--- src/rtl/axi4lite_master_bridge_pkg.sv ---
// Shared AXI4-Lite response codes, bridge FSM encodings and a state-class helper.
package axi4lite_master_bridge_pkg;

  localparam logic [1:0] RESP_OKAY   = 2'b00;
  localparam logic [1:0] RESP_EXOKAY = 2'b01;
  localparam logic [1:0] RESP_SLVERR = 2'b10;
  localparam logic [1:0] RESP_DECERR = 2'b11;

  localparam logic [2:0] ST_IDLE    = 3'd0;
  localparam logic [2:0] ST_WR      = 3'd1;
  localparam logic [2:0] ST_WR_RESP = 3'd2;
  localparam logic [2:0] ST_RD      = 3'd3;
  localparam logic [2:0] ST_RD_WAIT = 3'd4;
  localparam logic [2:0] ST_RSP     = 3'd5;

  // States in which the bus transaction is still open and wait cycles accrue.
  function automatic logic in_xfer(input logic [2:0] st);
    return (st == ST_WR) || (st == ST_WR_RESP) || (st == ST_RD) || (st == ST_RD_WAIT);
  endfunction

endpackage

--- src/rtl/axi4lite_master_bridge_if.sv ---
// Command/response handshake plus AXI4-Lite master channels; master = bridge side, slave = environment.
interface axi4lite_master_bridge_if #(
  parameter int ADDR_WIDTH = 2,
  parameter int DATA_WIDTH = 8
);
  logic                    cmd_valid;
  logic                    cmd_ready;
  logic                    cmd_write;
  logic [ADDR_WIDTH-1:0]   cmd_addr;
  logic [DATA_WIDTH-1:0]   cmd_wdata;

  logic                    rsp_valid;
  logic                    rsp_ready;
  logic [DATA_WIDTH-1:0]   rsp_rdata;
  logic [1:0]              rsp_resp;

  logic [ADDR_WIDTH-1:0]   m_axi_awaddr;
  logic                    m_axi_awvalid;
  logic                    m_axi_awready;
  logic [DATA_WIDTH-1:0]   m_axi_wdata;
  logic [DATA_WIDTH/8-1:0] m_axi_wstrb;
  logic                    m_axi_wvalid;
  logic                    m_axi_wready;
  logic [1:0]              m_axi_bresp;
  logic                    m_axi_bvalid;
  logic                    m_axi_bready;
  logic [ADDR_WIDTH-1:0]   m_axi_araddr;
  logic                    m_axi_arvalid;
  logic                    m_axi_arready;
  logic [DATA_WIDTH-1:0]   m_axi_rdata;
  logic [1:0]              m_axi_rresp;
  logic                    m_axi_rvalid;
  logic                    m_axi_rready;

  modport master (
    input  cmd_valid, cmd_write, cmd_addr, cmd_wdata, rsp_ready,
    input  m_axi_awready, m_axi_wready, m_axi_bresp, m_axi_bvalid,
    input  m_axi_arready, m_axi_rdata, m_axi_rresp, m_axi_rvalid,
    output cmd_ready, rsp_valid, rsp_rdata, rsp_resp,
    output m_axi_awaddr, m_axi_awvalid, m_axi_wdata, m_axi_wstrb, m_axi_wvalid, m_axi_bready,
    output m_axi_araddr, m_axi_arvalid, m_axi_rready
  );

  modport slave (
    output cmd_valid, cmd_write, cmd_addr, cmd_wdata, rsp_ready,
    output m_axi_awready, m_axi_wready, m_axi_bresp, m_axi_bvalid,
    output m_axi_arready, m_axi_rdata, m_axi_rresp, m_axi_rvalid,
    input  cmd_ready, rsp_valid, rsp_rdata, rsp_resp,
    input  m_axi_awaddr, m_axi_awvalid, m_axi_wdata, m_axi_wstrb, m_axi_wvalid, m_axi_bready,
    input  m_axi_araddr, m_axi_arvalid, m_axi_rready
  );

endinterface

--- src/rtl/axi4lite_master_bridge_timeout_ctr.sv ---
// Wait-cycle counter: clears whenever i_run is low; o_expired fires on the TIMEOUT_CYCLES-th running cycle.
module axi4lite_timeout_ctr #(
  parameter int TIMEOUT_CYCLES = 16
) (
  input  logic clk,
  input  logic rst_n,
  input  logic i_run,
  output logic o_expired
);
  localparam int              CW   = (TIMEOUT_CYCLES > 1) ? $clog2(TIMEOUT_CYCLES) : 1;
  localparam logic [CW-1:0]   LAST = CW'(TIMEOUT_CYCLES - 1);

  logic [CW-1:0] r_cnt;

  assign o_expired = i_run && (r_cnt == LAST);

  always_ff @(posedge clk or negedge rst_n) begin
    if (!rst_n) begin
      r_cnt <= '0;
    end else if (!i_run || o_expired) begin
      r_cnt <= '0;
    end else begin
      r_cnt <= r_cnt + CW'(1);
    end
  end

endmodule

--- src/rtl/axi4lite_master_bridge.sv ---
// One-at-a-time command -> AXI4-Lite write/read -> response bridge; >=3 cycles cmd to rsp, rsp held until rsp_ready.
// Define AXI_TIMEOUT_EN to abort stalled transactions after TIMEOUT_CYCLES with SLVERR.
module axi4lite_master_bridge
  import axi4lite_master_bridge_pkg::*;
#(
  parameter int ADDR_WIDTH     = 2,
  parameter int DATA_WIDTH     = 8,
  parameter int TIMEOUT_CYCLES = 16
) (
  input  logic s_axi_aclk,
  input  logic s_axi_aresetn,
  axi4lite_master_bridge_if.master bus
);

  logic [2:0]            r_state;
  logic                  r_cmd_ready;
  logic                  r_awvalid;
  logic                  r_wvalid;
  logic                  r_bready;
  logic                  r_arvalid;
  logic                  r_rready;
  logic                  r_rsp_valid;
  logic [ADDR_WIDTH-1:0] r_addr;
  logic [DATA_WIDTH-1:0] r_wdata;
  logic [DATA_WIDTH-1:0] r_rdata;
  logic [1:0]            r_resp;

  logic w_aw_hs, w_w_hs, w_b_hs, w_ar_hs, w_r_hs;
  logic w_aw_done, w_w_done, w_ar_done;
  logic w_run, w_timeout;

  assign w_aw_hs   = r_awvalid && bus.m_axi_awready;
  assign w_w_hs    = r_wvalid  && bus.m_axi_wready;
  assign w_b_hs    = r_bready  && bus.m_axi_bvalid;
  assign w_ar_hs   = r_arvalid && bus.m_axi_arready;
  assign w_r_hs    = r_rready  && bus.m_axi_rvalid;
  assign w_aw_done = !r_awvalid || bus.m_axi_awready;
  assign w_w_done  = !r_wvalid  || bus.m_axi_wready;
  assign w_ar_done = !r_arvalid || bus.m_axi_arready;
  assign w_run     = in_xfer(r_state);

`ifdef AXI_TIMEOUT_EN
  axi4lite_timeout_ctr #(
    .TIMEOUT_CYCLES (TIMEOUT_CYCLES)
  ) u_timeout_ctr (
    .clk       (s_axi_aclk),
    .rst_n     (s_axi_aresetn),
    .i_run     (w_run),
    .o_expired (w_timeout)
  );
`else
  assign w_timeout = 1'b0;
`endif

  always_ff @(posedge s_axi_aclk or negedge s_axi_aresetn) begin
    if (!s_axi_aresetn) begin
      r_state     <= ST_IDLE;
      r_cmd_ready <= 1'b0;
      r_awvalid   <= 1'b0;
      r_wvalid    <= 1'b0;
      r_bready    <= 1'b0;
      r_arvalid   <= 1'b0;
      r_rready    <= 1'b0;
      r_rsp_valid <= 1'b0;
      r_addr      <= '0;
      r_wdata     <= '0;
      r_rdata     <= '0;
      r_resp      <= RESP_OKAY;
    end else if (w_timeout) begin
      // Abandon the stalled transaction outright and report it as a slave error.
      r_awvalid   <= 1'b0;
      r_wvalid    <= 1'b0;
      r_bready    <= 1'b0;
      r_arvalid   <= 1'b0;
      r_rready    <= 1'b0;
      r_rdata     <= '0;
      r_resp      <= RESP_SLVERR;
      r_rsp_valid <= 1'b1;
      r_state     <= ST_RSP;
    end else begin
      case (r_state)
        ST_IDLE: begin
          if (r_cmd_ready && bus.cmd_valid) begin
            r_cmd_ready <= 1'b0;
            r_addr      <= bus.cmd_addr;
            r_wdata     <= bus.cmd_write ? bus.cmd_wdata : '0;
            r_rdata     <= '0;
            r_resp      <= RESP_OKAY;
            if (bus.cmd_write) begin
              r_awvalid <= 1'b1;
              r_wvalid  <= 1'b1;
              r_bready  <= 1'b1;
              r_state   <= ST_WR;
            end else begin
              r_arvalid <= 1'b1;
              r_rready  <= 1'b1;
              r_state   <= ST_RD;
            end
          end else begin
            r_cmd_ready <= 1'b1;
          end
        end

        ST_WR: begin
          if (w_aw_hs) r_awvalid <= 1'b0;
          if (w_w_hs)  r_wvalid  <= 1'b0;
          if (w_b_hs) begin
            r_bready <= 1'b0;
            r_resp   <= bus.m_axi_bresp;
          end
          // bready already low means B was taken on an earlier WR cycle.
          if (w_aw_done && w_w_done) begin
            if (w_b_hs || !r_bready) begin
              r_rsp_valid <= 1'b1;
              r_state     <= ST_RSP;
            end else begin
              r_state     <= ST_WR_RESP;
            end
          end
        end

        ST_WR_RESP: begin
          if (w_b_hs) begin
            r_bready    <= 1'b0;
            r_resp      <= bus.m_axi_bresp;
            r_rsp_valid <= 1'b1;
            r_state     <= ST_RSP;
          end
        end

        ST_RD: begin
          if (w_ar_hs) r_arvalid <= 1'b0;
          if (w_r_hs) begin
            r_rready <= 1'b0;
            r_rdata  <= bus.m_axi_rdata;
            r_resp   <= bus.m_axi_rresp;
          end
          if (w_ar_done) begin
            if (w_r_hs || !r_rready) begin
              r_rsp_valid <= 1'b1;
              r_state     <= ST_RSP;
            end else begin
              r_state     <= ST_RD_WAIT;
            end
          end
        end

        ST_RD_WAIT: begin
          if (w_r_hs) begin
            r_rready    <= 1'b0;
            r_rdata     <= bus.m_axi_rdata;
            r_resp      <= bus.m_axi_rresp;
            r_rsp_valid <= 1'b1;
            r_state     <= ST_RSP;
          end
        end

        ST_RSP: begin
          if (bus.rsp_ready) begin
            r_rsp_valid <= 1'b0;
            r_cmd_ready <= 1'b1;
            r_state     <= ST_IDLE;
          end
        end

        default: begin
          r_cmd_ready <= 1'b0;
          r_awvalid   <= 1'b0;
          r_wvalid    <= 1'b0;
          r_bready    <= 1'b0;
          r_arvalid   <= 1'b0;
          r_rready    <= 1'b0;
          r_rsp_valid <= 1'b0;
          r_state     <= ST_IDLE;
        end
      endcase
    end
  end

  assign bus.cmd_ready     = r_cmd_ready;
  assign bus.rsp_valid     = r_rsp_valid;
  assign bus.rsp_rdata     = r_rdata;
  assign bus.rsp_resp      = r_resp;
  assign bus.m_axi_awaddr  = r_addr;
  assign bus.m_axi_awvalid = r_awvalid;
  assign bus.m_axi_wdata   = r_wdata;
  assign bus.m_axi_wstrb   = '1;
  assign bus.m_axi_wvalid  = r_wvalid;
  assign bus.m_axi_bready  = r_bready;
  assign bus.m_axi_araddr  = r_addr;
  assign bus.m_axi_arvalid = r_arvalid;
  assign bus.m_axi_rready  = r_rready;

endmodule
--- src/flat_wrapper.sv ---
// flat-port wrapper written by rule: the top's interface ports become plain ports
module axi4lite_master_bridge_flat import axi4lite_master_bridge_pkg::*;
#(
  parameter int ADDR_WIDTH     = 2,
  parameter int DATA_WIDTH     = 8,
  parameter int TIMEOUT_CYCLES = 16
)
  (s_axi_aclk, s_axi_aresetn, bus_cmd_valid, bus_cmd_write, bus_cmd_addr, bus_cmd_wdata, bus_rsp_ready, bus_m_axi_awready, bus_m_axi_wready, bus_m_axi_bresp, bus_m_axi_bvalid, bus_m_axi_arready, bus_m_axi_rdata, bus_m_axi_rresp, bus_m_axi_rvalid, bus_cmd_ready, bus_rsp_valid, bus_rsp_rdata, bus_rsp_resp, bus_m_axi_awaddr, bus_m_axi_awvalid, bus_m_axi_wdata, bus_m_axi_wstrb, bus_m_axi_wvalid, bus_m_axi_bready, bus_m_axi_araddr, bus_m_axi_arvalid, bus_m_axi_rready);
  axi4lite_master_bridge_if #(.ADDR_WIDTH(ADDR_WIDTH), .DATA_WIDTH(DATA_WIDTH)) bus_i ();
  input  logic s_axi_aclk;
  input  logic s_axi_aresetn;
  input wire logic [$bits(bus_i.cmd_valid)-1:0] bus_cmd_valid;
  input wire logic [$bits(bus_i.cmd_write)-1:0] bus_cmd_write;
  input wire logic [$bits(bus_i.cmd_addr)-1:0] bus_cmd_addr;
  input wire logic [$bits(bus_i.cmd_wdata)-1:0] bus_cmd_wdata;
  input wire logic [$bits(bus_i.rsp_ready)-1:0] bus_rsp_ready;
  input wire logic [$bits(bus_i.m_axi_awready)-1:0] bus_m_axi_awready;
  input wire logic [$bits(bus_i.m_axi_wready)-1:0] bus_m_axi_wready;
  input wire logic [$bits(bus_i.m_axi_bresp)-1:0] bus_m_axi_bresp;
  input wire logic [$bits(bus_i.m_axi_bvalid)-1:0] bus_m_axi_bvalid;
  input wire logic [$bits(bus_i.m_axi_arready)-1:0] bus_m_axi_arready;
  input wire logic [$bits(bus_i.m_axi_rdata)-1:0] bus_m_axi_rdata;
  input wire logic [$bits(bus_i.m_axi_rresp)-1:0] bus_m_axi_rresp;
  input wire logic [$bits(bus_i.m_axi_rvalid)-1:0] bus_m_axi_rvalid;
  output wire logic [$bits(bus_i.cmd_ready)-1:0] bus_cmd_ready;
  output wire logic [$bits(bus_i.rsp_valid)-1:0] bus_rsp_valid;
  output wire logic [$bits(bus_i.rsp_rdata)-1:0] bus_rsp_rdata;
  output wire logic [$bits(bus_i.rsp_resp)-1:0] bus_rsp_resp;
  output wire logic [$bits(bus_i.m_axi_awaddr)-1:0] bus_m_axi_awaddr;
  output wire logic [$bits(bus_i.m_axi_awvalid)-1:0] bus_m_axi_awvalid;
  output wire logic [$bits(bus_i.m_axi_wdata)-1:0] bus_m_axi_wdata;
  output wire logic [$bits(bus_i.m_axi_wstrb)-1:0] bus_m_axi_wstrb;
  output wire logic [$bits(bus_i.m_axi_wvalid)-1:0] bus_m_axi_wvalid;
  output wire logic [$bits(bus_i.m_axi_bready)-1:0] bus_m_axi_bready;
  output wire logic [$bits(bus_i.m_axi_araddr)-1:0] bus_m_axi_araddr;
  output wire logic [$bits(bus_i.m_axi_arvalid)-1:0] bus_m_axi_arvalid;
  output wire logic [$bits(bus_i.m_axi_rready)-1:0] bus_m_axi_rready;
  assign bus_i.cmd_valid = bus_cmd_valid;
  assign bus_i.cmd_write = bus_cmd_write;
  assign bus_i.cmd_addr = bus_cmd_addr;
  assign bus_i.cmd_wdata = bus_cmd_wdata;
  assign bus_i.rsp_ready = bus_rsp_ready;
  assign bus_i.m_axi_awready = bus_m_axi_awready;
  assign bus_i.m_axi_wready = bus_m_axi_wready;
  assign bus_i.m_axi_bresp = bus_m_axi_bresp;
  assign bus_i.m_axi_bvalid = bus_m_axi_bvalid;
  assign bus_i.m_axi_arready = bus_m_axi_arready;
  assign bus_i.m_axi_rdata = bus_m_axi_rdata;
  assign bus_i.m_axi_rresp = bus_m_axi_rresp;
  assign bus_i.m_axi_rvalid = bus_m_axi_rvalid;
  assign bus_cmd_ready = bus_i.cmd_ready;
  assign bus_rsp_valid = bus_i.rsp_valid;
  assign bus_rsp_rdata = bus_i.rsp_rdata;
  assign bus_rsp_resp = bus_i.rsp_resp;
  assign bus_m_axi_awaddr = bus_i.m_axi_awaddr;
  assign bus_m_axi_awvalid = bus_i.m_axi_awvalid;
  assign bus_m_axi_wdata = bus_i.m_axi_wdata;
  assign bus_m_axi_wstrb = bus_i.m_axi_wstrb;
  assign bus_m_axi_wvalid = bus_i.m_axi_wvalid;
  assign bus_m_axi_bready = bus_i.m_axi_bready;
  assign bus_m_axi_araddr = bus_i.m_axi_araddr;
  assign bus_m_axi_arvalid = bus_i.m_axi_arvalid;
  assign bus_m_axi_rready = bus_i.m_axi_rready;
  axi4lite_master_bridge #(.ADDR_WIDTH(ADDR_WIDTH), .DATA_WIDTH(DATA_WIDTH), .TIMEOUT_CYCLES(TIMEOUT_CYCLES)) u_core (.s_axi_aclk(s_axi_aclk), .s_axi_aresetn(s_axi_aresetn), .bus(bus_i));
endmodule
--- config.mk ---
export PLATFORM = sky130hd
export DESIGN_NAME = axi4lite_master_bridge_flat
export DESIGN_NICKNAME = d
export VERILOG_FILES = /design/src/rtl/axi4lite_master_bridge_pkg.sv /design/src/rtl/axi4lite_master_bridge_if.sv /design/src/rtl/axi4lite_master_bridge_timeout_ctr.sv /design/src/rtl/axi4lite_master_bridge.sv /design/src/flat_wrapper.sv
export SDC_FILE = /design/constraint.sdc
export NUM_CORES = 1
export LEC_CHECK = 0
export CORE_UTILIZATION = 46
export CTS_BUF_LIST = sky130_fd_sc_hd__clkbuf_8
export DETAILED_ROUTE_END_ITERATION = 8
export PLACE_DENSITY = 0.83
export RECOVER_POWER = 50
export SYNTH_ARGS = -nofsm -noshare
export SYNTH_HDL_FRONTEND = slang
export SYNTH_HIERARCHICAL = 1
export SYNTH_SLANG_ARGS = --single-unit
--- constraint.sdc ---
create_clock -name s_axi_aclk -period 1.6 [get_ports s_axi_aclk]
set_input_delay 0.16 -clock s_axi_aclk [delete_from_list [all_inputs] [get_ports s_axi_aclk]]
set_output_delay 0.16 -clock s_axi_aclk [all_outputs]
set_load 0.02 [all_outputs]
==> results of run 1 <==
sequential cells by signal (all words and copies together) (netlist names):
name / count
u_core/bus.m_axi_arvalid: 1
u_core/bus.m_axi_araddr: 2
u_core/bus.rsp_resp: 2
u_core/bus.m_axi_wdata: 8
u_core/bus.m_axi_wvalid: 1
u_core/r_state: 3
u_core/bus.rsp_valid: 1
u_core/bus.rsp_rdata: 8
u_core/bus.cmd_ready: 1
u_core/bus.m_axi_bready: 1
u_core/bus.m_axi_rready: 1
u_core/bus.m_axi_awvalid: 1
metal layers:
| metal | vias to the layer above | wire length [microns] | GRT usage |
|---|---|---|---|
| met5 | - | 0 | 0 |
| met4 | 0 | 80 | 0.0930 |
| met3 | 9 | 215 | 0.0657 |
| met2 | 40 | 2120 | 0.408 |
| met1 | 767 | 1850 | 0.284 |
| li1 | 793 | - | - |
area by class of cell:
type / count / area [sq um] / share of cell area
multi-input combinational: 132 / 796 / 0.313
sequential: 30 / 753 / 0.296
tap: 46 / 57.6 / 0.0226
clock buffer: 6 / 82.6 / 0.0325
inverter: 11 / 41.3 / 0.0162
clock inverter: 1 / 30.0 / 0.0118
timing repair buffer: 83 / 783 / 0.308
power groups by stage:
stage	clock network, uW	registers, uW	logic, uW
detailed placement	0	773	133
finish	773	759	131
CTS	786	759	134
floorplan	0	773	26.9
global route	827	758	143
global placement	0	773	133
critical path, stage by stage, from the launching register on:
cell	delay, ns
dfrtp_2	0.45
buf_12	0.17
and3b_2	0.26
nor3_1	0.06
or4_1	0.47
o211ai_1	0.10
through the flow:
stage	instance area [sq um]	hold slack, ns	setup slack [ns]	util
after global placement	2420	0.450	-0.104	0.710
after global routing	2540	0.435	-0.0515	0.745
after floorplan	1680	-0.136	0.0639	-
after CTS	2540	0.278	0.000626	0.745
final	2540	0.420	0.0147	0.745
after detailed placement	2420	0.454	-0.133	0.710
cells by family after synthesis:
family          Yosys count
mux                       9
flops                    30
compound gates           36
buf+inv                  27
simple gates             85
xor+xnor                  1
other cells               1
cell usage after synthesis (2+ instances only):
cell,number
inv_1,11
or4_1,2
dfrtp_1,30
nand3_1,12
nor2_1,6
buf_2,4
clkbuf_1,3
buf_1,2
a32o_1,4
a31oi_1,2
a21oi_1,5
mux2i_1,8
buf_6,2
buf_4,4
a311oi_1,2
nand2_1,42
and3b_1,4
and2_0,2
nor3_1,3
nor3b_1,4
a21o_1,3
a22oi_1,2
o21ai_0,7
nand2b_1,3
nor2b_1,3
worst paths after layout:
| path | startpoint | to | slack, ns | cells after the start |
|---|---|---|---|---|
| max in group asynchronous | s_axi_aresetn | u_core/r_state[0] | 0.61 | 2 |
| min | bus_m_axi_rdata[0] | u_core/bus.rsp_rdata[0] | 0.42 | 3 |
| max | u_core/r_state[0] | u_core/r_state[0] | 0.01 | 5 |
| max reg2reg | u_core/r_state[0] | u_core/r_state[0] | 0.01 | 5 |
| min in group asynchronous | s_axi_aresetn | u_core/bus.rsp_rdata[0] | 0.46 | 2 |
| min reg2reg | u_core/bus.m_axi_wdata[0] | u_core/bus.m_axi_wdata[0] | 0.46 | 2 |
==> flow_summary.yaml, run 1 <==
finish:
  final_common_cell: "clkdlybuf4s50_1"
  drive_gt1_frac: 0.148
  finalNonFillerCells: 309
  nFillCells: 264
  area_delta_synth_final_pct: 51.7
  n_antenna_cell: 0
  final_cell_mix: "50 x clkdlybuf4s50_1, 42 x nand2_1, 28 x dfrtp_1"
  fin_nets: 295
drt:
  routed_wl_microns: 4260
  drtAntennaViolNets: 0
  wl_per_cell_microns: 13.8
  drt-initial-drc-count: 46
  dr.pass1.iters: 4
  vias_per_cell: 5.21
  vias: 1609
  drc: 0
clock_tree:
  post_cts_buffers: 0
  insertion_delay_ns: 0.28
  cts_buffer_depth: 2
  cts_hold_buf: 0
  cts_tree: "yes"
  cts_buffers: 5
  ctsRootBufferMaster: "clkbuf_8"
  ctsResizeCount: 3
  h-tree-depth: 2
  clkTransAtPathRegs_ns: 0.06
  clock-sinks: 30
synthesis:
  ys_seq_elements: 30
  synthSimpleGateAreaFrac: 0.245
  synthesis.area_sq_mm: 0.00168
  yosysWarnings: 6
  yosys-top-cells-area: "dfrtp_1 45%, nand2_1 9.4%, mux2i_1 4.8%, nand3_1 3.6%, inv_1 2.5%"
  yosys.area.top_type: "dfrtp_1"
  synth-edff-count: 0
  synth_top_area_frac: 0.448
  synthFlopType: "dfrtp_1"
  synth_compound_area_frac: 0.157
  syn-num-nets: 221
  netlist_instances: 189
  yosysSeqAreaShare: 0.448
  synth_mux_area_frac: 0.0612
  syn_avg_cell_area_sq_um: 8.87
  ys_types: 44
  synth_top_family_by_area: "simple AND/OR/NAND/NOR gates"
  synthAdderAreaFrac: 0
  synth_xor_area_frac: 0.00522
  async_reset_ff_frac: 1.00
pwr:
  switching_power_uw: 324
  total_power_uw: 1660
  p_leak_uw: 0.00118
  swShare: 0.195
  ir_drop_mv: 0.523
  p_comb_frac: 0.079
  p_per_area_mw_per_mm2: 654
  power.share.clock: 0.465
  p_seq_frac: 0.456
  internal_power_uw: 1340
floorplanning:
  start_util: 0.491
  top_level_ports: 62
  fp-row-count: 21
  die_x_microns: 62.4
  die_area_sq_mm: 0.00389
  coreArea_sq_mm: 0.00342
  die_h_microns: 62.4
critical_path:
  worstSetupStartpointType: "flop"
  critPathMaxFanout: 21
  critPathKind: "flop to flop"
  crit_path_end_kind: "flop"
  arrival_ns: 1.77
  worst-endpoint-required_ns: 1.79
timing:
  worst_pin_slew_ns: 0.737
  min_period_ns: 1.59
  setup_tns_ns: 0
  drv_slew: 0
  relSlewSlack: 0.508
  skew_ns: 0.00392
  fin_crit_sh: 0.991
  hold_violations: 0
  finalSetupViolations: 0
  rsz0062_at_grt: "true"
  fmax_ghz: 0.631
global_route:
  grt_use_total: 0.238
  antenna_found_initial: 0
  grt_pass1_wl_microns: 7140
  grt_overflow: 0
  grt_pass1_vias: 1559
  grt_max_degree: 31
placed_design:
  place_congestion: 0.825
  dp_hpwl_microns: 3120
  portBuffers: 60
  dp_cells: 302
worst_hold_path:
  hp-class: "input port to flop"
run:
  maxCapViolations: 0
run_status:
  status: "finished clean"
Note: power is estimated with default switching activity, not from simulation.
==> run 2, diff against run 1 <==
CTS_CLUSTER_SIZE = 12   (was not set)
==> results of run 2 <==
Final layout, timing and power as in run 1 (identical DEF).
